[src/rtl/song_reader.sv]
// Song sequencer: walks an external song ROM and hands one note at a time to note_player.
// Optional SONG_LOOP_EN restarts the song from index 0 instead of holding at the end.
module song_reader #(
  parameter int unsigned SONG_BITS = 2,
  parameter int unsigned IDX_BITS  = 5,
  parameter int unsigned ROM_LAT   = 1
) (
  input  logic                          clk,
  input  logic                          reset,
  input  logic                          play,
  input  logic [SONG_BITS-1:0]          song,
  input  logic                          note_done,
  output logic [SONG_BITS+IDX_BITS-1:0] rom_addr,
  input  logic [11:0]                   rom_data,
  output logic [5:0]                    note_to_load,
  output logic [5:0]                    duration_to_load,
  output logic                          new_note,
  output logic                          song_done
);

  localparam int unsigned CNT_W = 2;
  localparam logic [IDX_BITS-1:0] IDX_LAST = '1;
  localparam logic [CNT_W-1:0]    LAT_LAST = CNT_W'(ROM_LAT - 1);

  typedef enum logic [2:0] {
    S_IDLE,
    S_FETCH,
    S_CHECK,
    S_WAIT,
    S_END
  } state_t;

  state_t               state;
  logic [SONG_BITS-1:0] song_q;
  logic [IDX_BITS-1:0]  index;
  logic [CNT_W-1:0]     lat_cnt;

  // Address is built only from registered state, so it is glitch-free.
  assign rom_addr = {song_q, index};

  always_ff @(posedge clk) begin
    if (reset) begin
      state            <= S_IDLE;
      song_q           <= '0;
      index            <= '0;
      lat_cnt          <= '0;
      note_to_load     <= '0;
      duration_to_load <= '0;
      new_note         <= 1'b0;
      song_done        <= 1'b0;
    end else begin
      new_note <= 1'b0;
      // Dropping play aborts from anywhere and takes priority over note_done.
      if (state != S_IDLE && !play) begin
        state     <= S_IDLE;
        song_q    <= '0;
        index     <= '0;
        lat_cnt   <= '0;
        song_done <= 1'b0;
      end else begin
        case (state)
          S_IDLE: begin
            song_q    <= song;
            index     <= '0;
            lat_cnt   <= '0;
            song_done <= 1'b0;
            if (play) state <= S_FETCH;
          end
          S_FETCH: begin
            if (lat_cnt == LAT_LAST) begin
              lat_cnt <= '0;
              state   <= S_CHECK;
            end else begin
              lat_cnt <= lat_cnt + 1'b1;
            end
          end
          S_CHECK: begin
            if (rom_data == 12'h000) begin
              song_done <= 1'b1;
              state     <= S_END;
            end else begin
              note_to_load     <= rom_data[11:6];
              duration_to_load <= rom_data[5:0];
              new_note         <= 1'b1;
              state            <= S_WAIT;
            end
          end
          S_WAIT: begin
            if (note_done) begin
              if (index == IDX_LAST) begin
                song_done <= 1'b1;
                state     <= S_END;
              end else begin
                index <= index + 1'b1;
                state <= S_FETCH;
              end
            end
          end
          S_END: begin
`ifdef SONG_LOOP_EN
            song_done <= 1'b0;
            index     <= '0;
            state     <= S_FETCH;
`else
            song_done <= 1'b1;
`endif
          end
          default: state <= S_IDLE;
        endcase
      end
    end
  end

endmodule

[config.mk]
export PLATFORM = sky130hd
export DESIGN_NAME = song_reader
export DESIGN_NICKNAME = d
export VERILOG_FILES = /design/src/rtl/song_reader.sv
export SDC_FILE = /design/constraint.sdc
export NUM_CORES = 1
export LEC_CHECK = 0
export BUFFER_PORTS_ARGS = -buffer_cell sky130_fd_sc_hd__buf_4
export CORE_MARGIN = 1.5
export CORE_UTILIZATION = 36
export CTS_CLUSTER_DIAMETER = 50
export CTS_CLUSTER_SIZE = 10
export DETAILED_ROUTE_END_ITERATION = 8
export GPL_TIMING_DRIVEN = 1
export PLACE_DENSITY_LB_ADDON = 0.12
export SYNTH_ARGS = -nofsm -noshare
export SYNTH_HDL_FRONTEND = slang
export SYNTH_SLANG_ARGS = --single-unit
[constraint.sdc]
create_clock -name clk -period 2.33 [get_ports clk]
set_input_delay 0 -clock clk [delete_from_list [all_inputs] [get_ports clk]]
set_output_delay 0 -clock clk [all_outputs]
set_load 0.05 [all_outputs]
# [Word-level counts from Yosys, hierarchy flattened]
# Cells that the tools add are included.
[op_classes] n_reduce_logical=15 n_eq_ne=11 mux=16 bitwise_logic=4 addsub=2
[op_table] op="3-bit two-way mux" count=5
[op_table] op="3-bit one-hot mux with 5 select lines" count=1
[op_table] op="12-bit logical NOT" count=1
[op_table] op="2-bit != test, second input constant" count=6
[op_table] op="5-bit two-way mux" count=2
[op_table] op="5-bit one-hot mux with 2 select lines" count=1
[op_table] op="4-bit AND reduction" count=2
[op_table] op="3-bit by 2-bit == test with 1-bit output, second input constant" count=2
[op_table] op="3-bit AND reduction" count=2
[op_table] op="5-bit by 1-bit adder with 5-bit output, second input constant" count=1
[op_table] op="5-bit == test, second input constant" count=1
[op_table] op="1-bit two-way mux" count=4
[op_table] op="1-bit inverter" count=4
[op_table] op="1-bit one-hot mux with 4 select lines" count=1
[op_table] op="2-bit one-hot mux with 2 select lines" count=1
[op_table] op="2-bit nonzero test" count=2
[op_table] op="4-bit nonzero test" count=1
[op_table] op="3-bit by 1-bit == test with 1-bit output, second input constant" count=1
[op_table] op="3-bit == test, second input constant" count=1
[op_table] op="3-bit logical NOT" count=1
[op_table] op="3-bit nonzero test" count=1
[op_table] op="3-bit OR reduction" count=1
[op_table] op="2-bit by 1-bit adder with 2-bit output, second input constant" count=1
[op_table] op="2-bit logical NOT" count=1
[op_table] op="other kinds (4)" count=4
[word_totals] register_bits=26 word_cells=56

# [Longest topological paths before layout]
[logic_depth] ltp_word=4 ltp_mapped=6 ltp_nobuf=6

# [Worst setup path before layout]
# Ideal clock, no wire load.
[synth_path] kind="reg-to-reg" startpoint="register index[0]" endpoint="register index[3]" period_less_slack_ps=2075 arrival_ps=2005 stages_incl_launch_ff=7 slack_ps=255 path_buffers=0 required_time_ps=2260 setup_ps=70 path_cell_list="dfxtp_1 -> ha_1 -> and3_1 -> ha_1 -> nand2b_1 -> or4_1 -> a21oi_1"
[synth_between] elab_chain_len=4
[synth_rtl] item="from (decl)" line="35" rtl="logic [IDX_BITS-1:0] index;"
[synth_rtl] item="from (signal assigned)" line="94" rtl="index <= index + 1'b1;"
[synth_rtl] item="5-bit by 1-bit adder with 5-bit output" line="94"
[synth_rtl] item="5-bit two-way mux" line="90" rtl="if (index == IDX_LAST) begin"
[synth_rtl] item="5-bit two-way mux" line="89" rtl="if (note_done) begin"
[synth_rtl] item="5-bit one-hot mux with 2 select lines" line="61" rtl="case (state)"
# Parallel ways exist; a longest one is shown, timed or not. The select of a mux whose other input is x is not followed.
# A chain may end at the register's enable or synchronous reset.

# [Worst setup path in the final report]
# Ends and elaborated chain as after synthesis.

==> results by group <==
Detailed routing
  – Drt drc: 0
  – Total number of vias: 1380
  – DRT antenna net count: 0
  – Drt first-iter violations: 61
  – Via density per instance: 5.455
  – WL final: roughly 3.6 mm
  – Routed wire length per instance: 14.21 µm
  – Drt first pass iters: 4

Timing
  – # setup viols final: 0
  – Skew final: 0.01185 ns
  – Fmax: 508.9 MHz
  – RSZ-0062 raised after global routing: no
  – Final Hold Fails: 0
  – Relative slew slack: 0.6649
  – Final worst-path cycle share: 0.8433
  – Final slew viol count: 0
  – Post-Route Setup TNS: 0 ns
  – Slew @ Worst Pin: 0.4993 ns
  – Final min period: around 2.0 ns

Clocking
  – Worst-path clk slew: approximately 0.10 ns
  – Sink Count: 26
  – Post CTS Setup Buffer Count: 0
  – Root Driver: clkbuf_8
  – CTS Buffer Depth: 2
  – CTS tree: built
  – Later-pin clock latency in the skew report: 0.28 ns
  – H-tree depth: 1
  – Cts bufs inserted: 3

Logic synthesis
  – Post-Syn Nets: 182
  – Synth Area per Inst: 8.993 µm²
  – Post-Synthesis Cell Area: between 0.001 and 0.0015 mm²
  – Seq cells post-synth: 26
  – Yosys warns: 0
  – Cells after Synth: 160
  – Number of distinct library cells after synthesis: 39
  – Post-synthesis sequential area ratio: 0.3617

Setup path
  – Worst EP required: between 2 and 3 ns
  – Crit. Startpoint: index[0]
  – WS Path Type: register to register
  – Flop-to-flop setup slack: 0.37 ns
  – CP Capture Type: register
  – Crit Path Max Fanout: 8
  – Reg2reg path depth: 6
  – CP endpoint: index[3]
  – Critical R2R Capture: index[3]
  – Startpoint Class: register
  – RR Startpoint: index[0]
  – Crit path DAT: 2.18 ns

Placement
  – Gp weighted congestion: slightly above 0.7
  – Dpl hpwl: approximately 2.5 mm
  – Area post-placement: approximately 0.0017 mm²
  – Post-placement cell count: 235
  – PortBufs: 38

Finish
  – Design Area, Final: around 0.002 mm²
  – Diodes inserted: 0
  – Final cell count without fillers: 253
  – Fillers: 386
  – Register area: approximately 520 µm²
  – Layout cells sized above 1: 0.2829
  – Layout area overhead: 35.48%
  – Area of the multi-input gates: 838.3 µm²
  – Nets: 228
  – Highest-count cells in the layout ignoring fill and taps: 39 x buf_4, 26 x dfxtp_1, 14 x nor2_1, 14 x dlygate4sd3_1, 13 x nand2b_1
  – Commonest non-fill, non-tap cell in the layout: buf_4

Floorplan
  – Core area: 0.003744 mm²
  – # IOs: 39
  – Die extent in y: between 60 and 70 µm
  – Die ar.: approximately 0.0044 mm²
  – Rows: 22
  – Initial Utilization: 0.3844
  – Chip Width: 66.22 µm

Status
  – Status: complete, no violations

Power and ir drop
  – Peak supply drop: 376.5 µV
  – PwrDens: 506.3 mW/mm²
  – Overall power: 0.0009870 W
  – LEAKAGE: 0.7461 nW

Global routing
  – Global route overflow: 0
  – Number of global-route vias before repair: 1330
  – First-pass GRT wire length: 5.927 mm
  – Antenna violations before repair: 0
  – Met1 usage: 0.2169
  – GRT Total Usage: 0.1715
  – Pin count of the biggest net entering global routing: 26
  – M2 GR Usage: 0.3013
  – GR peak layer: met2
  – Met3 usage: 0.03578

Worst hold path
  – Hold Path Class: input pin to register

Run
  – Max-Cap Viols: 0
==> synth_stat cells (all sizes together) <==
master	n	area (µm²)
nand2	6	22.52
a21oi	10	50.05
o211a	1	10.01
or3	2	12.51
a31oi	1	6.260
and3	1	6.260
a311oi	1	8.760
clkbuf	6	26.28
nor4bb	1	10.01
o2bb2ai	1	8.760
dfxtp	26	520.5
a22o	1	8.760
nand2b	13	81.33
o21ai	3	15.01
o31ai	3	27.52
nand3	7	35.03
a211oi	1	7.510
nand3b	1	7.510
o22ai	1	6.260
nor3	2	10.01
o21a	1	7.510
or4	5	48.79
nor2b	2	12.51
ha	4	50.05
o211ai	3	22.52
nor2	14	52.55
nor4	15	150.2
a311o	12	120.1
or3b	1	8.760
inv	7	26.28
and3b	1	8.760
buf	6	42.54
nor3b	1	7.510
==> through the flow <==
stage                     worst slack, ns  hold slack (ns)    util
after floorplan                    0.2547           0.1360       -
after global placement             0.4465           0.2498  0.4642
after detailed placement           0.3702           0.2592  0.4642
after CTS                          0.3437         0.003794  0.5207
after global routing               0.2364         0.009553  0.5207
final                              0.3650          0.01083  0.5207
==> layout make-up <==
class,count,share of cell area
Inverter,7,0.01348
Clock buffer,3,0.02118
Sequential cell,26,0.2670
Tap cell,48,0.03081
Timing Repair Buffer,53,0.2221
Multi-Input combinational cell,115,0.4300
Clock inverter,1,0.01540
==> critical path, cell delays in order (launching register included) <==
cell      delay (ns)
dfxtp_1         0.36
ha_1            0.22
and3_1          0.18
ha_1            0.21
nand2b_1        0.25
or4_1           0.54
a21oi_1         0.14
==> how the worst min path moves through the flow <==
| stage | start | endpoint | cells after the start | slack [ns] |
|---|---|---|---|---|
| after floorplan | song[0] | song_q[0] | 2 | 0.14 |
| after global placement | song[1] | song_q[1] | 3 | 0.25 |
| after detailed placement | song[1] | song_q[1] | 3 | 0.26 |
| after CTS | reset | new_note | 2 | 0.004 |
| after global routing | reset | new_note | 2 | 0.01 |
| final | reset | new_note | 2 | 0.01 |
==> routing by layer <==
metal	part of all wire	routed length, µm
met1	0.46	1651
met2	0.51	1820
met3	0.029	105
met4	0.0053	19
met5	0	0
==> flip-flops by register name (all words and copies together), names as in the netlist <==
| name | count |
|---|---|
| note_to_load | 6 |
| index | 5 |
| lat_cnt | 2 |
| state | 3 |
| new_note | 1 |
| duration_to_load | 6 |
| song_done | 1 |
| song_q | 2 |
==> power by group <==
group | internal [W] | switching (W)
logic | 0.0000648 | 0.0000801
registers | 0.000453 | 0.0000123
clock network | 0.000230 | 0.000146
==> cells by family after synthesis <==
logic type,after synthesis,share of synthesized area
compound gates,39,0.2078
fa+ha+maj,4,0.03478
buf+inv,19,0.06609
flops,26,0.3617
simple gates,72,0.3296
==> what timing repair did <==
| action | in CTS | in global routing |
|---|---|---|
| hold buffers | 14 | 0 |
| endpoints found under the hold margin | 14 | 0 |
| setup endpoints to repair | 0 | 0 |
| resized for setup | 0 | 0 |
Power figures use the tool's default switching activity.
